**src/rtl/pcie_tl_switch.sv**
```systemverilog
// ============================================================================
// Module   : pcie_tl_switch
// Purpose  : NCH-port transaction-layer switch. Per-input FIFOs feed a
//            round-robin arbiter that routes packets to per-output FIFOs by
//            destination. Includes pop counters and a control FSM.
// Revision : 1.0 - initial release
// ============================================================================
`default_nettype none

module pcie_tl_switch #(
    parameter  int NCH    = 4,
    parameter  int DATA_W = 10,
    parameter  int DEPTH  = 8,
    parameter  int CNT_W  = 5,
    localparam int AW     = $clog2(DEPTH),
    localparam int SW     = $clog2(NCH)
) (
    input  logic                  clk,
    input  logic                  reset,
    input  logic                  init,
    input  logic [AW:0]           low_thr,
    input  logic [AW:0]           high_thr,
    input  logic [NCH-1:0]        push_in,
    input  logic [NCH*DATA_W-1:0] data_in,
    output logic [NCH-1:0]        in_full,
    input  logic [NCH-1:0]        pop_out,
    output logic [NCH*DATA_W-1:0] data_out,
    output logic [NCH-1:0]        out_empty,
    output logic [NCH-1:0]        out_alm_empty,
    output logic [NCH-1:0]        out_alm_full,
    input  logic                  req,
    input  logic [SW-1:0]         idx,
    output logic [CNT_W-1:0]      count,
    output logic                  valid,
    output logic [2:0]            state,
    output logic                  error
);

    localparam logic [2:0] C_RESET  = 3'd0;
    localparam logic [2:0] C_INIT   = 3'd1;
    localparam logic [2:0] C_IDLE   = 3'd2;
    localparam logic [2:0] C_ACTIVE = 3'd3;
    localparam logic [2:0] C_ERROR  = 3'd4;

    logic [2:0]       r_state;
    logic [AW:0]      r_low;
    logic [AW:0]      r_high;
    logic [SW-1:0]    r_ptr;
    logic [CNT_W-1:0] r_count;
    logic             r_valid;

    logic             w_run;
    logic [NCH-1:0]   w_in_empty;
    logic [NCH-1:0]   w_in_full;
    logic [NCH-1:0]   w_out_empty;
    logic [NCH-1:0]   w_out_full;
    logic [NCH-1:0]   w_out_afull;
    logic [NCH-1:0]   w_push_ok;
    logic [NCH-1:0]   w_pop_ok;
    logic [NCH-1:0]   w_elig;
    logic [NCH-1:0]   w_in_pop;
    logic [NCH-1:0]   w_out_push;
    logic [DATA_W-1:0] w_in_head [NCH];
    logic [SW-1:0]     w_in_dest [NCH];
    logic [CNT_W-1:0]  w_cnt     [NCH];
    logic              w_grant_vld;
    logic [SW-1:0]     w_grant_idx;
    logic [DATA_W-1:0] w_grant_data;
    logic [SW-1:0]     w_grant_dest;
    logic              w_err_ev;

    // Pushes and error detection are live in INIT/IDLE/ACTIVE only.
    assign w_run = (r_state == C_INIT) || (r_state == C_IDLE) || (r_state == C_ACTIVE);
    assign w_push_ok = push_in & ~w_in_full & {NCH{w_run}};
    assign w_pop_ok  = pop_out & ~w_out_empty & {NCH{r_state != C_RESET}};
    assign w_err_ev  = w_run && ((|(push_in & w_in_full)) || (|(pop_out & w_out_empty)));

    // Lowest offset from the pointer wins; loop runs high-to-low so it lands last.
    always_comb begin
        w_grant_vld = 1'b0;
        w_grant_idx = '0;
        for (int k = NCH - 1; k >= 0; k--) begin
            if (w_elig[r_ptr + SW'(k)]) begin
                w_grant_vld = 1'b1;
                w_grant_idx = r_ptr + SW'(k);
            end
        end
    end

    assign w_grant_data = w_in_head[w_grant_idx];
    assign w_grant_dest = w_in_dest[w_grant_idx];

    for (genvar i = 0; i < NCH; i++) begin : g_ch
        logic [DATA_W-1:0] r_imem [DEPTH];
        logic [AW-1:0]     r_iwr, r_ird;
        logic [AW:0]       r_iocc;
        logic [DATA_W-1:0] r_omem [DEPTH];
        logic [AW-1:0]     r_owr, r_ord;
        logic [AW:0]       r_oocc;
        logic [CNT_W-1:0]  r_cnt;

        assign w_in_empty[i]  = (r_iocc == '0);
        assign w_in_full[i]   = (r_iocc == (AW+1)'(DEPTH));
        assign w_out_empty[i] = (r_oocc == '0);
        assign w_out_full[i]  = (r_oocc == (AW+1)'(DEPTH));
        assign w_out_afull[i] = (r_oocc >= r_high);
        assign w_in_head[i]   = r_imem[r_ird];
        assign w_in_dest[i]   = r_imem[r_ird][DATA_W-1 -: SW];
        assign w_cnt[i]       = r_cnt;
        assign w_elig[i]      = (r_state == C_ACTIVE) && !w_in_empty[i] &&
                                !w_out_full[w_in_dest[i]] && !w_out_afull[w_in_dest[i]];
        assign w_in_pop[i]    = w_grant_vld && (w_grant_idx == SW'(i));
        assign w_out_push[i]  = w_grant_vld && (w_grant_dest == SW'(i));

        assign in_full[i]                      = w_in_full[i];
        assign out_empty[i]                    = w_out_empty[i];
        assign out_alm_empty[i]                = (r_oocc <= r_low);
        assign out_alm_full[i]                 = w_out_afull[i];
        assign data_out[i*DATA_W +: DATA_W]    = r_omem[r_ord];

        always_ff @(posedge clk) begin
            if (w_push_ok[i]) r_imem[r_iwr] <= data_in[i*DATA_W +: DATA_W];
            if (w_out_push[i]) r_omem[r_owr] <= w_grant_data;
        end

        always_ff @(posedge clk) begin
            if (reset) begin
                r_iwr  <= '0;
                r_ird  <= '0;
                r_iocc <= '0;
                r_owr  <= '0;
                r_ord  <= '0;
                r_oocc <= '0;
                r_cnt  <= '0;
            end else begin
                if (w_push_ok[i])  r_iwr <= r_iwr + 1'b1;
                if (w_in_pop[i])   r_ird <= r_ird + 1'b1;
                r_iocc <= r_iocc + (AW+1)'(w_push_ok[i]) - (AW+1)'(w_in_pop[i]);
                if (w_out_push[i]) r_owr <= r_owr + 1'b1;
                if (w_pop_ok[i]) begin
                    r_ord <= r_ord + 1'b1;
                    r_cnt <= r_cnt + 1'b1;
                end
                r_oocc <= r_oocc + (AW+1)'(w_out_push[i]) - (AW+1)'(w_pop_ok[i]);
            end
        end
    end

    always_ff @(posedge clk) begin
        if (reset) begin
            r_state <= C_RESET;
            r_low   <= (AW+1)'(1);
            r_high  <= (AW+1)'(DEPTH - 1);
            r_ptr   <= '0;
            r_count <= '0;
            r_valid <= 1'b0;
        end else begin
            r_valid <= 1'b0;
            if (req && (r_state != C_RESET)) begin
                r_valid <= 1'b1;
                r_count <= w_cnt[idx];
            end
            if (w_grant_vld) r_ptr <= w_grant_idx + SW'(1);
            case (r_state)
                C_RESET: r_state <= C_INIT;
                C_INIT: begin
                    r_low  <= low_thr;
                    r_high <= high_thr;
                    // The exit check uses thresholds latched on earlier INIT cycles.
                    if (w_err_ev)               r_state <= C_ERROR;
                    else if (!init)             r_state <= (r_low >= r_high) ? C_ERROR : C_IDLE;
                end
                C_IDLE: begin
                    if (w_err_ev)               r_state <= C_ERROR;
                    else if (init)              r_state <= C_INIT;
                    else if (!(&w_in_empty))    r_state <= C_ACTIVE;
                end
                C_ACTIVE: begin
                    if (w_err_ev)               r_state <= C_ERROR;
                    else if (init)              r_state <= C_INIT;
                    else if ((&w_in_empty) && (&w_out_empty)) r_state <= C_IDLE;
                end
                C_ERROR: r_state <= C_ERROR;
                default: r_state <= C_RESET;
            endcase
        end
    end

    assign count = r_count;
    assign valid = r_valid;
    assign state = r_state;
    assign error = (r_state == C_ERROR);

endmodule

`default_nettype wire
```
**config.mk**
```make
export PLATFORM = sky130hd
export DESIGN_NAME = pcie_tl_switch
export DESIGN_NICKNAME = d
export VERILOG_FILES = /design/src/rtl/pcie_tl_switch.sv
export SDC_FILE = /design/constraint.sdc
export NUM_CORES = 1
export LEC_CHECK = 0
export CELL_PAD_IN_SITES_DETAIL_PLACEMENT = 0
export CELL_PAD_IN_SITES_GLOBAL_PLACEMENT = 1
export CORE_MARGIN = 2
export CORE_UTILIZATION = 45
export CTS_BUF_LIST = sky130_fd_sc_hd__clkbuf_8
export DETAILED_ROUTE_END_ITERATION = 6
export PLACE_DENSITY = 0.67
export SLEW_MARGIN = 30
export SYNTH_ARGS = -nofsm -noshare
export SYNTH_HDL_FRONTEND = slang
export SYNTH_SLANG_ARGS = --single-unit
```
**constraint.sdc**
```tcl
create_clock -name clk -period 6.95 [get_ports clk]
set_input_delay 1.39 -clock clk [delete_from_list [all_inputs] [get_ports clk]]
set_output_delay 1.39 -clock clk [all_outputs]
set_load 0.01 [all_outputs]
```
==> results of run 1 <==
## where the power goes
part	switching [mW]	internal, mW	leakage [nW]
Sequential	0.145	5.34	6.92
Clock	1.87	1.95	1.44
Combinational	1.28	1.08	4.29
Total	3.30	8.37	12.6
## kinds of logic (layout without fill, tap and decap cells)
group,count (synthesis),count (layout)
buf+inv,149,507
mux,266,266
simple gates,374,374
flops,783,783
fa+ha+maj,114,114
xor+xnor,58,58
other cells,0,2
compound gates,149,149
## cell usage in the layout, fill, tap and decap left out, types with 59 or more instances in the layout
master / synthesis / routed
sky130_fd_sc_hd__mux2_2: 59 / 59
sky130_fd_sc_hd__nor2_1: 146 / 134
sky130_fd_sc_hd__clkdlybuf4s50_1: 0 / 126
sky130_fd_sc_hd__mux4_2: 165 / 165
sky130_fd_sc_hd__edfxtp_1: 640 / 640
sky130_fd_sc_hd__clkbuf_8: 0 / 141
sky130_fd_sc_hd__nand2_1: 81 / 81
sky130_fd_sc_hd__inv_1: 73 / 116
sky130_fd_sc_hd__dfxtp_1: 143 / 139
sky130_fd_sc_hd__ha_1: 106 / 106
## critical path, stage by stage, from the launching register on
cell	delay, ps
sky130_fd_sc_hd__dfxtp_1	750
sky130_fd_sc_hd__mux4_1	650
sky130_fd_sc_hd__mux2i_2	280
sky130_fd_sc_hd__mux4_2	600
sky130_fd_sc_hd__or2_4	280
sky130_fd_sc_hd__o311ai_4	330
sky130_fd_sc_hd__and2_4	450
sky130_fd_sc_hd__inv_4	100
sky130_fd_sc_hd__a211o_4	350
sky130_fd_sc_hd__a211o_2	410
sky130_fd_sc_hd__inv_2	120
sky130_fd_sc_hd__nand2_1	120
sky130_fd_sc_hd__nor2_1	740
## per-layer routing
layer	vias to the layer above	global-route usage, %	routed length, µm
li1	7862	-	-
met1	8657	24.58	29810
met3	91	4.258	2856
met2	358	34.08	36490
met5	-	0	0
met4	0	4.829	1098
## worst paths after layout
check,startpoint,endpoint,slack [ps],depth (start not counted)
hold reg to reg,count[3]$_SDFFE_PP0P_,count[3]$_SDFFE_PP0P_,460,2
setup / recovery,flip-flop,g_ch[3].r_omem[6][5]$_DFFE_PP_,1360,12
setup reg to reg,flip-flop,g_ch[3].r_omem[6][5]$_DFFE_PP_,1360,12
hold / removal,count[3]$_SDFFE_PP0P_,count[3]$_SDFFE_PP0P_,460,2
## registers in the layout (all words and copies together) (netlist names), named ones only
signal / flops
state: 3
g_ch.r_imem: 320
g_ch.r_oocc: 16
g_ch.r_ird: 12
g_ch.r_omem: 320
g_ch.r_iwr: 12
g_ch.r_iocc: 16
count: 5
r_ptr: 2
valid: 1
g_ch.r_owr: 12
g_ch.r_cnt: 20
g_ch.r_ord: 12
r_low: 4
r_high: 4
## final cells by class
| cell class | instances | area (µm²) | area share (%) |
|---|---|---|---|
| Sequential cell | 783 | 22090 | 58.34 |
| Tap cell | 950 | 1189 | 3.140 |
| Clock buffer | 141 | 1941 | 5.126 |
| Timing Repair Buffer | 186 | 1767 | 4.667 |
| Inverter | 76 | 287.8 | 0.7602 |
| Multi-Input combinational cell | 961 | 10020 | 26.46 |
| Antenna cell | 2 | 5.005 | 0.01322 |
| Clock inverter | 104 | 564.3 | 1.491 |
## metrics by stage
step                setup WS (ps)  hold WS, ps  utilization, %  instances
finish                       1364        457.2           53.05       3203
global route                 1023        482.7           53.05       3203
CTS                          1310        456.4           52.95       3197
detailed placement           1352        448.4           49.44       2952
global placement             1439        450.6           49.28       2951
floorplan                    1953        453.6               -       1893
==> results.json, run 1 <==
{
  "run_status": "complete, no violations",
  "yosys-mux-area-fraction_pct": 14.90,
  "grt_antenna_before_repair": 1,
  "holdBufCountCts": 0,
  "fmax_ghz": 0.1790,
  "die_h_um": 272.5,
  "synthesis.nets": 2069,
  "crit_path_start_kind": "flip-flop",
  "timing.final.crit_period_ps": 5586,
  "cts.sinks": 783,
  "place_area_mm2": 0.03528,
  "p_leak_nw": 12.65,
  "fp.dieW_um": 272.5,
  "power.total_mw": 11.67,
  "setup_total_negative_slack_ps": 0,
  "clkSlewWorstSetupHoldPaths_ps": 60,
  "synth_compound_area_share_pct": 3.464,
  "firstDrtPassIters": 7,
  "final_max_slew_viols": 0,
  "cts_root_buffer": "sky130_fd_sc_hd__clkbuf_8",
  "cts_made_buffers": 133,
  "yosys.area_share.simple_pct": 5.543,
  "post_synth_fa_ha_maj_area_fraction_pct": 4.583,
  "worst_slew_margin_rel_pct": 38.29,
  "seq_area_frac_synth_pct": 68.08,
  "synth-edff-count": 640,
  "irDropWorstVdd_uv": 166.7,
  "rows": 98,
  "final_routed_drc_violation_total": 0,
  "cts.htree.levels": 4,
  "synth_cells": 1893,
  "min-delay-path-class": "flip-flop to flip-flop",
  "first_pass_grt_wire_length_um": 107500,
  "post-synth-top-count-cell": "sky130_fd_sc_hd__edfxtp_1",
  "worst_pin_slew_ps": 922.2,
  "cp.arrival_ps": 5960,
  "synth_area_per_cell_um2": 17.13,
  "leading_register_cell_type_out_of_synthesis": "sky130_fd_sc_hd__edfxtp_1",
  "design.final.nets": 2317,
  "number_of_instances_resized_during_post_cts_repair": 0,
  "drive_gt1_share_pct": 23.59,
  "critPathCaptureType": "flip-flop",
  "postLayoutCellArea_mm2": 0.03786,
  "post_synth_instance_area_mm2": 0.03244,
  "drv_cap": 0,
  "dp_hpwl_um": 45850,
  "report.final.setup_viol": 0,
  "sum_of_routed_wire_length_over_all_layers_um": 70250,
  "yosys.area.top_type_share_pct": 59.25,
  "gpl.final_weighted_congestion": 0.7914,
  "yosys.cell_types.count": 70,
  "final-hold-violation-count": 0,
  "ys.warnings.count": 0,
  "via_per_instance_ratio": 5.298,
  "grt_start_max_net_pins": 79,
  "num_vias": 16970,
  "post_synth_main_area_contributors": "sky130_fd_sc_hd__edfxtp_1 59%, sky130_fd_sc_hd__mux4_2 11%, sky130_fd_sc_hd__dfxtp_1 8.8%",
  "clk-insertion-delay-late_ps": 780,
  "start_util_pct": 45.45,
  "rsz0062_at_grt": "no",
  "critical_path_required_ps": 7320,
  "vias_in_the_first_global_route": 17880,
  "filler_cell_count": 5806,
  "synth_seq_cells": 783,
  "clock_tree.buffer_depth": 3,
  "area_growth_pct": 16.71,
  "largest_family_of_logic_cells_by_synthesized_area": "multiplexers",
  "routedWlPerCell_um": 21.93,
  "fin_worst_skew_ps": 38.15,
  "tritoncts": "yes",
  "die-area_mm2": 0.07424,
  "async_reset_ff_share_pct": 0,
  "grt.overflow.total": 0,
  "post_synth_xor_area_fraction_pct": 1.566,
  "ports_placed_on_the_boundary": 128,
  "path_max_fanout": 36,
  "post_cts_buffers": 0,
  "core_mm2": 0.07136,
  "antenna_violating_nets_post_route": 0,
  "criticalPathCategory": "flip-flop to flip-flop",
  "yosys-top-cells-count": "640 x sky130_fd_sc_hd__edfxtp_1, 165 x sky130_fd_sc_hd__mux4_2, 146 x sky130_fd_sc_hd__nor2_1, 143 x sky130_fd_sc_hd__dfxtp_1, 106 x sky130_fd_sc_hd__ha_1",
  "post-route-period-util_pct": 80.37,
  "drtIter0Drc": 1148,
  "powerDensity_mw_per_mm2": 308.2,
  "grtUsageTotal_pct": 19.45,
  "io_buffer_count": 127,
  "yosys.area.top_type": "sky130_fd_sc_hd__edfxtp_1"
}
Note: power is estimated with default switching activity, not from simulation.
==> run 2: changes to the inputs <==
--- a/config.mk
+++ b/config.mk
@@ -11,7 +11,7 @@
 export CORE_UTILIZATION = 45
 export CTS_BUF_LIST = sky130_fd_sc_hd__clkbuf_8
 export DETAILED_ROUTE_END_ITERATION = 6
-export PLACE_DENSITY = 0.67
+export PLACE_DENSITY = 0.7
 export SLEW_MARGIN = 30
 export SYNTH_ARGS = -nofsm -noshare
 export SYNTH_HDL_FRONTEND = slang
==> constraint.sdc (replaced) <==
create_clock -name clk -period 5 [get_ports clk]
set_input_delay 1 -clock clk [delete_from_list [all_inputs] [get_ports clk]]
set_output_delay 1 -clock clk [all_outputs]
set_load 0.01 [all_outputs]
==> results.json, run 2 (synthesis results as in run 1) <==
{
  "mostFrequentLayoutCell": "sky130_fd_sc_hd__edfxtp_1",
  "vias_in_the_first_global_route": 18190,
  "die_h_um": 272.5,
  "via_per_instance_ratio": 5.312,
  "fin_hold_ws_ps": 456.4,
  "cp_common_cell": "sky130_fd_sc_hd__ha_1",
  "cts_root_buffer": "sky130_fd_sc_hd__clkbuf_8",
  "final_max_slew_viols": 0,
  "holdBufCountCts": 0,
  "criticalPathCategory": "flip-flop to flip-flop",
  "drv_cap": 0,
  "power_switching_share_pct": 27.70,
  "powerDensity_mw_per_mm2": 423.2,
  "critical_path_required_ps": 5620,
  "design.final.nets": 2352,
  "dp_hpwl_um": 44530,
  "clkSlewWorstSetupHoldPaths_ps": 60,
  "drive_gt1_share_pct": 24.21,
  "grt.overflow.total": 0,
  "final-hold-violation-count": 0,
  "cts_made_buffers": 132,
  "rsz0062_at_grt": "no",
  "fin_worst_skew_ps": 26.03,
  "sum_of_routed_wire_length_over_all_layers_um": 68090,
  "routedWlPerCell_um": 21.10,
  "final_routed_drc_violation_total": 0,
  "grt_start_max_net_pins": 95,
  "timing.final.crit_period_ps": 4748,
  "power.share.sequential_pct": 47.5,
  "path_max_fanout": 9,
  "setup_total_negative_slack_ps": 0,
  "core_mm2": 0.07136,
  "fp.dieW_um": 272.5,
  "clock_tree.buffer_depth": 3,
  "fmax_ghz": 0.2106,
  "io_buffer_count": 127,
  "tritoncts": "yes",
  "rows": 98,
  "path_cells": "ha_1 -> nand2b_4 -> a2111oi_4 -> o21ai_0 -> mux4_2 -> or2_4 -> o311ai_4 -> and2_4 -> inv_4 -> a211o_4 -> a211o_2 -> inv_2 -> ha_1 -> inv_1 -> fa_1 -> xor2_1 -> nor2_1",
  "gpl.final_weighted_congestion": 0.8035,
  "firstDrtPassIters": 5,
  "cp.arrival_ps": 5370,
  "internal_power_mw": 11.59,
  "min-delay-path-class": "flip-flop to flip-flop",
  "filler_cell_count": 5799,
  "post-route-period-util_pct": 94.97,
  "first_pass_grt_wire_length_um": 105000,
  "worst_slew_margin_rel_pct": 36.22,
  "reg_top3": "g_ch.r_imem x320, g_ch.r_omem x320, g_ch.r_cnt x20",
  "drtIter0Drc": 1039,
  "num_vias": 17140,
  "start_util_pct": 45.45,
  "die-area_mm2": 0.07424,
  "report.final.setup_viol": 0,
  "cts.sinks": 783,
  "grtUsageTotal_pct": 18.79,
  "combPwrFrac_pct": 20.0,
  "worst_pin_slew_ps": 949.6,
  "cts.htree.levels": 4,
  "power.clock.fraction_pct": 32.5,
  "area_growth_pct": 16.82,
  "clk-insertion-delay-late_ps": 770,
  "ports_placed_on_the_boundary": 128,
  "antenna_violating_nets_post_route": 0,
  "critical-path-max-stage-delay_ps": 560,
  "critical_path.slowest_cell": "sky130_fd_sc_hd__mux4_2",
  "grt_antenna_before_repair": 3,
  "critPathCaptureType": "flip-flop",
  "run_status": "complete, no violations",
  "switchingPower_mw": 4.442,
  "final_cell_mix": "640 x sky130_fd_sc_hd__edfxtp_1, 165 x sky130_fd_sc_hd__mux4_2, 144 x sky130_fd_sc_hd__nor2_1",
  "crit_path_start_kind": "flip-flop",
  "p_leak_nw": 12.79,
  "irDropWorstVdd_uv": 233.4
}
## run 2: critical path: cells and delay by family, from the launching register on
family	cells	cell delay [ps]
fa+ha+maj	3	850
xor+xnor	1	170
buf+inv	3	260
simple gates	4	730
flops	1	360
compound gates	5	1690
mux	1	560
## run 2: cell type report
| type | count | area (µm²) | area share [%] |
|---|---|---|---|
| multi-input combinational | 961 | 9907 | 26.14 |
| sequential | 783 | 22090 | 58.29 |
| antenna | 1 | 2.502 | 0.006604 |
| tap | 950 | 1189 | 3.137 |
| clock inverter | 93 | 491.7 | 1.298 |
| clock buffer | 141 | 1941 | 5.121 |
| timing repair buffer | 222 | 1986 | 5.240 |
| inverter | 76 | 287.8 | 0.7595 |
## run 2: per-layer routing
| layer | GRT usage, % | part of all wire [%] | vias to the layer above |
|---|---|---|---|
| met1 | 23.72 | 43 | 8757 |
| met4 | 6.203 | 2.1 | 4 |
| met5 | 0 | 0.048 | - |
| met2 | 32.33 | 51 | 334 |
| met3 | 4.002 | 4.1 | 117 |
| li1 | - | - | 7930 |
## run 2: through the flow
step | worst slack, ps | instances | util (%) | total power [mW] | area, µm²
floorplan | 3.205 | 1893 | - | 9.777 | 32440
global placement | 193.1 | 2992 | 49.64 | 10.93 | 35430
detailed placement | 147.4 | 2992 | 49.67 | 11.02 | 35450
CTS | 142.0 | 3226 | 53.08 | 16.28 | 37880
global route | 6.497 | 3227 | 53.10 | 16.85 | 37890
finish | 251.7 | 3227 | 53.10 | 16.04 | 37890
## run 2: repair_timing
| action | CTS | global route |
|---|---|---|
| buffers inserted | 0 | 0 |
| endpoints found under the setup margin | 0 | 42 |
| resized for setup | 0 | 2 |
## run 2: path summary, 6_finish.rpt
check,start,to,slack (ps),cells after the start
hold reg to reg,count[0]$_SDFFE_PP0P_,count[0]$_SDFFE_PP0P_,460,2
setup / recovery,r_high[0]$_SDFFE_PP1P_,g_ch[3].r_oocc[2]$_SDFF_PP0_,250,17
setup reg to reg,r_high[0]$_SDFFE_PP1P_,g_ch[3].r_oocc[2]$_SDFF_PP0_,250,17
hold / removal,count[0]$_SDFFE_PP0P_,count[0]$_SDFFE_PP0P_,460,2
## run 2: power groups by stage
stage	clock (mW)	combinational (mW)	sequential, mW
2_1_floorplan	0	2.09	7.68
3_3_place_gp	0	3.20	7.73
3_5_place_dp	0	3.27	7.75
4_1_cts	5.38	3.28	7.62
5_1_grt	5.65	3.56	7.64
6_report	5.21	3.21	7.61
